===== src/rtl/rule110_pkg.sv =====
// Shared constants and state encoding for the Rule 110 block scanner.
package rule110_pkg;

    localparam int CELLS_PER_BLOCK = 8;
    localparam int NUM_CELLS       = 240;
    localparam int NUM_BLOCKS      = NUM_CELLS / CELLS_PER_BLOCK;
    localparam int ADDR_W          = 5;

    typedef enum logic [1:0] {
        IDLE,
        SETTLE,
        SEND,
        STEP
    } scan_state_t;

endpackage


===== src/rtl/rule110_scanner_if.sv =====
// Automaton pin bus plus byte stream handshake seen by the scanner.
interface rule110_scanner_if #(
    parameter int ADDR_W = 5,
    parameter int GEN_W  = 16
);

    logic              start;
    logic              run;
    logic [7:0]        ca_data;
    logic [ADDR_W-1:0] ca_addr;
    logic              ca_halt_n;
    logic              ca_we_n;
    logic [7:0]        m_data;
    logic              m_valid;
    logic              m_ready;
    logic              m_last;
    logic [GEN_W-1:0]  gen_count;
    logic              busy;

    modport master (
        input  start,
        input  run,
        input  ca_data,
        input  m_ready,
        output ca_addr,
        output ca_halt_n,
        output ca_we_n,
        output m_data,
        output m_valid,
        output m_last,
        output gen_count,
        output busy
    );

    modport slave (
        output start,
        output run,
        output ca_data,
        output m_ready,
        input  ca_addr,
        input  ca_halt_n,
        input  ca_we_n,
        input  m_data,
        input  m_valid,
        input  m_last,
        input  gen_count,
        input  busy
    );

endinterface


===== src/rtl/rule110_scanner.sv =====
// Scans every block of a halted Rule 110 automaton out as a byte
// stream, then releases the automaton for exactly one generation step.
module rule110_scanner #(
    parameter int NUM_BLOCKS    = rule110_pkg::NUM_BLOCKS,
    parameter int ADDR_W        = rule110_pkg::ADDR_W,
    parameter int SETTLE_CYCLES = 1,
    parameter int GEN_W         = 16
) (
    input  logic                clk,
    input  logic                rst_n,
    rule110_scanner_if.master   bus
);

    import rule110_pkg::*;

    localparam logic [ADDR_W-1:0] LAST   = ADDR_W'(NUM_BLOCKS - 1);
    localparam logic [3:0]        RELOAD = 4'(SETTLE_CYCLES);

    scan_state_t       state;
    scan_state_t       state_n;
    logic [3:0]        cnt;
    logic [3:0]        cnt_n;
    logic [ADDR_W-1:0] addr;
    logic [ADDR_W-1:0] addr_n;
    logic [7:0]        data;
    logic [7:0]        data_n;
    logic              valid;
    logic              valid_n;
    logic [GEN_W-1:0]  gen;
    logic [GEN_W-1:0]  gen_n;

    always_ff @(posedge clk) begin
        if (!rst_n) begin
            state <= IDLE;
            cnt   <= '0;
            addr  <= '0;
            data  <= '0;
            valid <= 1'b0;
            gen   <= '0;
        end else begin
            state <= state_n;
            cnt   <= cnt_n;
            addr  <= addr_n;
            data  <= data_n;
            valid <= valid_n;
            gen   <= gen_n;
        end
    end

    always_comb begin
        state_n = state;
        cnt_n   = cnt;
        addr_n  = addr;
        data_n  = data;
        valid_n = valid;
        gen_n   = gen;
        unique case (state)
            IDLE: begin
                if (bus.start) begin
                    addr_n  = '0;
                    cnt_n   = RELOAD;
                    state_n = SETTLE;
                end
            end
            SETTLE: begin
                cnt_n = cnt - 4'd1;
                // Sample on the last wait cycle so the pins have settled
                if (cnt == 4'd1) begin
                    data_n  = bus.ca_data;
                    valid_n = 1'b1;
                    state_n = SEND;
                end
            end
            SEND: begin
                if (valid && bus.m_ready) begin
                    valid_n = 1'b0;
                    if (addr == LAST) begin
                        state_n = STEP;
                    end else begin
                        addr_n  = addr + 1'b1;
                        cnt_n   = RELOAD;
                        state_n = SETTLE;
                    end
                end
            end
            STEP: begin
                gen_n = gen + 1'b1;
                if (bus.run) begin
                    addr_n  = '0;
                    cnt_n   = RELOAD;
                    state_n = SETTLE;
                end else begin
                    state_n = IDLE;
                end
            end
            default: state_n = IDLE;
        endcase
    end

    assign bus.ca_addr   = addr;
    assign bus.ca_halt_n = (state == STEP);
    assign bus.ca_we_n   = 1'b1;
    assign bus.m_data    = data;
    assign bus.m_valid   = valid;
    assign bus.m_last    = valid && (addr == LAST);
    assign bus.gen_count = gen;
    assign bus.busy      = (state != IDLE);

endmodule


===== src/flat_wrapper.sv =====
// flat-port wrapper written by rule: the top's interface ports become plain ports
module rule110_scanner_flat import rule110_pkg::*;
#(
    parameter int NUM_BLOCKS    = rule110_pkg::NUM_BLOCKS,
    parameter int ADDR_W        = rule110_pkg::ADDR_W,
    parameter int SETTLE_CYCLES = 1,
    parameter int GEN_W         = 16
)
  (clk, rst_n, bus_start, bus_run, bus_ca_data, bus_m_ready, bus_ca_addr, bus_ca_halt_n, bus_ca_we_n, bus_m_data, bus_m_valid, bus_m_last, bus_gen_count, bus_busy);
  rule110_scanner_if #(.ADDR_W(ADDR_W), .GEN_W(GEN_W)) bus_i ();
  input  logic clk;
  input  logic rst_n;
  input wire logic [$bits(bus_i.start)-1:0] bus_start;
  input wire logic [$bits(bus_i.run)-1:0] bus_run;
  input wire logic [$bits(bus_i.ca_data)-1:0] bus_ca_data;
  input wire logic [$bits(bus_i.m_ready)-1:0] bus_m_ready;
  output wire logic [$bits(bus_i.ca_addr)-1:0] bus_ca_addr;
  output wire logic [$bits(bus_i.ca_halt_n)-1:0] bus_ca_halt_n;
  output wire logic [$bits(bus_i.ca_we_n)-1:0] bus_ca_we_n;
  output wire logic [$bits(bus_i.m_data)-1:0] bus_m_data;
  output wire logic [$bits(bus_i.m_valid)-1:0] bus_m_valid;
  output wire logic [$bits(bus_i.m_last)-1:0] bus_m_last;
  output wire logic [$bits(bus_i.gen_count)-1:0] bus_gen_count;
  output wire logic [$bits(bus_i.busy)-1:0] bus_busy;
  assign bus_i.start = bus_start;
  assign bus_i.run = bus_run;
  assign bus_i.ca_data = bus_ca_data;
  assign bus_i.m_ready = bus_m_ready;
  assign bus_ca_addr = bus_i.ca_addr;
  assign bus_ca_halt_n = bus_i.ca_halt_n;
  assign bus_ca_we_n = bus_i.ca_we_n;
  assign bus_m_data = bus_i.m_data;
  assign bus_m_valid = bus_i.m_valid;
  assign bus_m_last = bus_i.m_last;
  assign bus_gen_count = bus_i.gen_count;
  assign bus_busy = bus_i.busy;
  rule110_scanner #(.NUM_BLOCKS(NUM_BLOCKS), .ADDR_W(ADDR_W), .SETTLE_CYCLES(SETTLE_CYCLES), .GEN_W(GEN_W)) u_core (.clk(clk), .rst_n(rst_n), .bus(bus_i));
endmodule

===== config.mk =====
export PLATFORM = sky130hd
export DESIGN_NAME = rule110_scanner_flat
export DESIGN_NICKNAME = d
export VERILOG_FILES = /design/src/rtl/rule110_pkg.sv /design/src/rtl/rule110_scanner_if.sv /design/src/rtl/rule110_scanner.sv /design/src/flat_wrapper.sv
export SDC_FILE = /design/constraint.sdc
export NUM_CORES = 1
export LEC_CHECK = 0
export ABC_CLOCK_PERIOD_IN_PS = 3050
export BUFFER_PORTS_ARGS = -buffer_cell sky130_fd_sc_hd__buf_2
export CAP_MARGIN = 20
export CELL_PAD_IN_SITES_DETAIL_PLACEMENT = 0
export CELL_PAD_IN_SITES_GLOBAL_PLACEMENT = 1
export CORE_MARGIN = 1
export CORE_UTILIZATION = 40
export CTS_BUF_LIST = sky130_fd_sc_hd__clkbuf_2
export DETAILED_ROUTE_END_ITERATION = 12
export PLACE_DENSITY_LB_ADDON = 0.1
export SETUP_SLACK_MARGIN = 0.5
export SYNTH_ARGS = -nofsm -noshare
export SYNTH_HDL_FRONTEND = slang
export SYNTH_SLANG_ARGS = --single-unit

===== constraint.sdc =====
create_clock -name clk -period 3.05 [get_ports clk]
set_clock_uncertainty 0.15 [all_clocks]
set_input_delay 0.1525 -clock clk [delete_from_list [all_inputs] [get_ports clk]]
set_output_delay 0.1525 -clock clk [all_outputs]
set_load 0.02 [all_outputs]

After elaboration in Yosys (flattened, before gate mapping)
Cells that the tools add are included.
{"block": "classes", "add_sub_neg": 3, "multipliers": 0, "div_mod_pow": 0, "order_cmp": 0, "eq_ne": 10, "n_shift": 0, "muxes": 19, "n_bitwise": 0, "n_reduce_logical": 11}
{"operator": "two-way mux 5 bit", "count": 4}
{"operator": "adder 16 x 1 -> 16 bit (second input constant)", "count": 1}
{"operator": "two-way mux 4 bit", "count": 4}
{"operator": "one-hot mux 4 bit (4 select lines)", "count": 1}
{"operator": "one-hot mux 5 bit (3 select lines)", "count": 1}
{"operator": "two-way mux 2 bit", "count": 4}
{"operator": "one-hot mux 2 bit (4 select lines)", "count": 1}
{"operator": "!= test 2 bit (second input constant)", "count": 3}
{"operator": "AND reduction 3 bit", "count": 2}
{"operator": "adder 5 x 1 -> 5 bit (second input constant)", "count": 1}
{"operator": "== test 5 bit (second input constant)", "count": 1}
{"operator": "AND reduction 5 bit", "count": 1}
{"operator": "== test 2 bit (second input constant)", "count": 2}
{"operator": "== test 4 x 1 -> 1 bit (second input constant)", "count": 1}
{"operator": "!= test 2 x 1 -> 1 bit (second input constant)", "count": 2}
{"operator": "AND reduction 4 bit", "count": 1}
{"operator": "nonzero test 2 bit", "count": 2}
{"operator": "subtractor 4 x 1 -> 4 bit (second input constant)", "count": 1}
{"operator": "two-way mux 1 bit", "count": 3}
{"operator": "nonzero test 3 bit", "count": 1}
{"operator": "== test 2 x 1 -> 1 bit (second input constant)", "count": 1}
{"operator": "logical AND 1 bit", "count": 2}
{"operator": "logical NOT 2 bit", "count": 1}
{"operator": "one-hot mux 1 bit (2 select lines)", "count": 1}
{"operator": "AND reduction 2 bit", "count": 1}
{"block": "word_totals", "regBits": 36, "latch_bits": 0, "ramBits": 0, "rom_bits": 0, "input_bits": 13, "out_inout_bits": 34, "wordCells": 49, "mem_count": 0}

Longest topological paths before layout
{"block": "logic_depth", "word_depth": 4, "depth_mapped": 7, "depth_no_buf": 6}

Worst setup path before layout
Ideal clock, no wire load.
{"block": "synth_timing", "path_type": "reg-to-reg", "start": "register u_core.state[0]", "end": "register u_core.cnt[0]", "setup_ps": 116, "arrival_time_ps": 1840, "t_required_ps": 2784, "setup_slack_ps": 944, "path_stages_with_launch": 8, "path_buffers": 1, "synth_period_minus_slack_ps": 2106, "path_cell_list": "dfxtp_1 -> inv_1 -> ha_1 -> a21boi_4 -> a211o_1 -> buf_2 -> or3_1 -> o211a_1"}
{"block": "synth_via", "elab_chain_cells": 3, "elab_cells_between_ends": 10, "cone_classes": "eq/ne: 7; mux: 1; reduce/logical: 2"}
{"item": "start, declared", "line": "rule110_scanner.sv:19", "rtl": "scan_state_t state;"}
{"item": "start signal, assigned", "line": "rule110_scanner.sv:41", "rtl": "state <= state_n;"}
{"item": "== test 2 bit / logical NOT 2 bit (equally long branches)", "line": "rule110_scanner.sv:57", "rtl": "unique case (state)"}
{"item": "!= test 2 bit (no source line) / != test 2 x 1 -> 1 bit (equally long branches)"}
{"item": "AND reduction 4 bit (no source line)"}
{"item": "end signal, assigned", "line": "rule110_scanner.sv:42", "rtl": "cnt <= cnt_n;"}
{"item": "end, declared", "line": "rule110_scanner.sv:21", "rtl": "logic [3:0] cnt;"}
Several ways; a longest one is shown, not always the timed one.
A chain may end at the register's enable or synchronous reset.

Worst setup path after layout
{"block": "layout_timing", "start": "register u_core.state[0]", "end": "register u_core.addr[3], in the netlist u_core.bus.ca_addr[3]"}
{"block": "layout_via", "elab_chain_cells": 3, "elab_cells_between_ends": 10, "cone_classes": "eq/ne: 6; mux: 1; reduce/logical: 3"}
{"item": "== test 2 bit / logical NOT 2 bit (equally long branches)", "line": "rule110_scanner.sv:57"}
{"item": "!= test 2 bit (no source line) (tied with other cells)"}
{"item": "AND reduction 5 bit (no source line)"}
{"item": "end signal, assigned", "line": "rule110_scanner.sv:43", "rtl": "addr <= addr_n;"}
{"item": "end, declared", "line": "rule110_scanner.sv:23", "rtl": "logic [ADDR_W-1:0] addr;"}
Several ways; a longest one is shown, not always the timed one.

==> flow_metrics.env <==
export IMPL_synth_seq_cells=36
export IMPL_path_max_fanout=11
export IMPL_cp_slowest_cell="or4_4"
export IMPL_vias=1600
export IMPL_die_w_um=69.1
export IMPL_r2r_cells=6
export IMPL_crit_arrival_ns=2.56
export IMPL_rows=24
export IMPL_ys_types=49
export IMPL_cts_tree="built"
export IMPL_gp_congestion=0.761
export IMPL_grt_ovfl_total=0
export IMPL_cts_resized=0
export IMPL_tightest_slew_ns=0.721
export IMPL_initialDrtViolationCount=61
export IMPL_die_h_um=69.1
export IMPL_final_antenna_net_count=0
export IMPL_io_pins=47
export IMPL_insertion_delay_ns=0.38
export IMPL_port_buffers=45
export IMPL_dieArea_um2=4770
export IMPL_synth_seq_area_share_pct=40.1
export IMPL_power_density_nw_per_um2=568
export IMPL_max_cap_viol_count=0
export IMPL_htree_levels=2
export IMPL_core_area_um2=4320
export IMPL_relSlewSlack_pct=51.9
export IMPL_postSynthCellCount=199
export IMPL_min_path_type="input port to flop"
export IMPL_leakagePower_nw=0.946
export IMPL_critPathBufInv=1
export IMPL_fin_crit_sh_pct=78.8
export IMPL_cp_required_ns=3.21
export IMPL_numCtsBuffers=5
export IMPL_grt_max_degree=23
export IMPL_cp_depth=6
export IMPL_antenna_found_initial=0
export IMPL_ys_warn_count=0
export IMPL_timing_fmax_mhz=416
export IMPL_wl_per_cell_um=13.4
export IMPL_r2r_start="u_core.state[0]"
export IMPL_synth_ff_type="dfxtp_1"
export IMPL_cp_end_kind="flop"
export IMPL_fin_nets=274
export IMPL_setup_violations=0
export IMPL_hold_path_depth=3
export IMPL_rsz0062_at_grt="no"
export IMPL_initial_utilization_pct=41.6
export IMPL_tns_ns=0
export IMPL_path_delay_family="compound AO/OA/AOI/OAI gates"
export IMPL_dp_hpwl_mm=2.90
export IMPL_synth_edff_count=0
export IMPL_holdWs_ns=0.0297
export IMPL_first_pass_iters=4
export IMPL_diodes=0
export IMPL_wl_mm=4.07
export IMPL_layout_drive_gt1_share_pct=23.0
export IMPL_clk_path_buf_depth=2
export IMPL_gr_usage_all_layers_pct=18.1
export IMPL_area_delta_synth_final_pct=20.1
export IMPL_netlist_area_um2=1800
export IMPL_min_period_ns=2.40
export IMPL_hp_start="bus_m_ready"
export IMPL_crit_type="flop to flop"
export IMPL_avgSynthCellArea_um2=9.04
export IMPL_cts_sinks=36
export IMPL_max_stage_delay_ns=0.56
export IMPL_root_buffer="clkbuf_2"
export IMPL_synth_nets=222
export IMPL_grt_pass1_wl_mm=7.08
export IMPL_slew_viol_final=0
export IMPL_via_per_inst=5.26
export IMPL_cts_clk_slew_worst_paths_ns=0.18
export IMPL_crit_chain="inv_1, ha_1, a21boi_4, a211o_1, or4_4, o32ai_1"
export IMPL_synth_async_reset_ratio_pct=0
export IMPL_drcViolationCount=0
export IMPL_ir_worst_vdd_v=0.000247
export IMPL_hold_viol=0
export IMPL_crit_path_start_kind="flop"
export IMPL_run_status="finished, final reports clean"
export IMPL_first_global_vias=1548
export IMPL_cp_startpoint="u_core.state[0]"
[worst min-delay path: stages]
cell	delay [ns]
buf_2	0.11
a31oi_1	0.08
o21a_1	0.17
[what timing repair did]
| action | CTS | global route |
|---|---|---|
| hold buffers | 8 | 0 |
| hold endpoints to repair | 8 | 0 |
| buffers inserted | 0 | 0 |
[cell usage after synthesis, types with 2 or more instances]
| master | n | area, um^2 |
|---|---|---|
| dfxtp_1 | 36 | 721 |
| nor2_1 | 22 | 82.6 |
| nand2_1 | 14 | 52.6 |
| inv_1 | 13 | 48.8 |
| mux2i_1 | 11 | 110 |
| ha_1 | 10 | 125 |
| nand4_1 | 7 | 43.8 |
| o21ai_0 | 7 | 35.0 |
| xor2_1 | 6 | 52.6 |
| nand3_1 | 5 | 25.0 |
| nor3_1 | 5 | 25.0 |
| xnor2_1 | 5 | 43.8 |
| nor4_1 | 4 | 25.0 |
| and2_1 | 3 | 18.8 |
| buf_2 | 3 | 15.0 |
| clkbuf_1 | 3 | 11.3 |
| nand3b_1 | 3 | 22.5 |
| a211oi_1 | 2 | 15.0 |
| a21oi_1 | 2 | 10.0 |
| a31oi_1 | 2 | 12.5 |
| and3_1 | 2 | 12.5 |
| and4_1 | 2 | 17.5 |
| nand2b_1 | 2 | 12.5 |
| o22ai_1 | 2 | 12.5 |
| o311ai_0 | 2 | 17.5 |
| o32ai_1 | 2 | 17.5 |
| or3_1 | 2 | 12.5 |
[cells in the final DEF, fill, tap and decap left out, drive strengths merged, types with 4 or more instances in the layout]
master	Yosys	final
o21ai	7	7
inv	13	13
nor2	23	23
xor2	6	6
nor3	5	5
dlygate4sd3	0	8
clkbuf	4	5
dfxtp	36	36
ha	10	10
buf	4	45
nor4	4	4
mux2i	11	11
nand2	14	14
nand4	7	7
xnor2	5	5
nand3	5	5
and2	4	4
[cell families after synthesis]
group                      count (synthesis)  share of synthesized area, %
AOI/OAI and AO/OA                         29                          12.4
other                                      1                         0.208
buffers and inverters                     21                          5.35
and+or+nand+nor                           80                          23.5
xor gates and xnor gates                  11                          5.35
adders and majority gates                 10                          6.95
DFF                                       36                          40.1
muxes                                     11                          6.12
[metrics by stage]
stage	instance area [um^2]	instances	power (W)	util [%]	setup WS, ns
floorplan	1800	199	0.000916	-	0.944
global placement	2040	288	0.00100	47.2	0.743
detailed placement	2040	288	0.00102	47.2	0.668
CTS	2160	304	0.00124	50.0	0.635
global route	2160	304	0.00132	50.0	0.503
finish	2160	304	0.00123	50.0	0.646
[flip-flops by register name, summed over array words and instances, names as in the netlist]
signal	count
u_core.bus.gen_count	16
u_core.cnt	4
u_core.state	2
u_core.bus.m_data	8
u_core.bus.ca_addr	5
u_core.bus.m_valid	1
[routing by layer]
metal  vias to the layer above  global-route usage [%]  wire length [um]
li1                        802                       -                 -
met1                       745                    22.8              1910
met2                        47                    30.3              1910
met3                         6                    4.39               190
met4                         0                    6.12                58
met5                         -                       0                 0
[power by group]
part / internal [W] / switching (W)
combinational: 0.000186 / 0.000271
sequential: 0.000520 / 0.0000420
clock: 0.0000514 / 0.000157
[layout make-up]
cell class              instances  area, um^2
well taps                      52        65.1
fillers                       439        2160
flip-flops and latches         36         721
multi-input cells             142         982
repair buffers                 53         305
inverters                      13        48.8
clock buffers                   5        25.0
clock inverters                 3        13.8
[path summary, 6_finish.rpt]
path	slack [ns]	end
min reg2reg	0.36	u_core.bus.gen_count[15]
min	0.03	u_core.bus.m_valid
max reg2reg	0.65	u_core.bus.ca_addr[3]
max	0.65	u_core.bus.ca_addr[3]
Note: power is estimated with default switching activity, not from simulation.
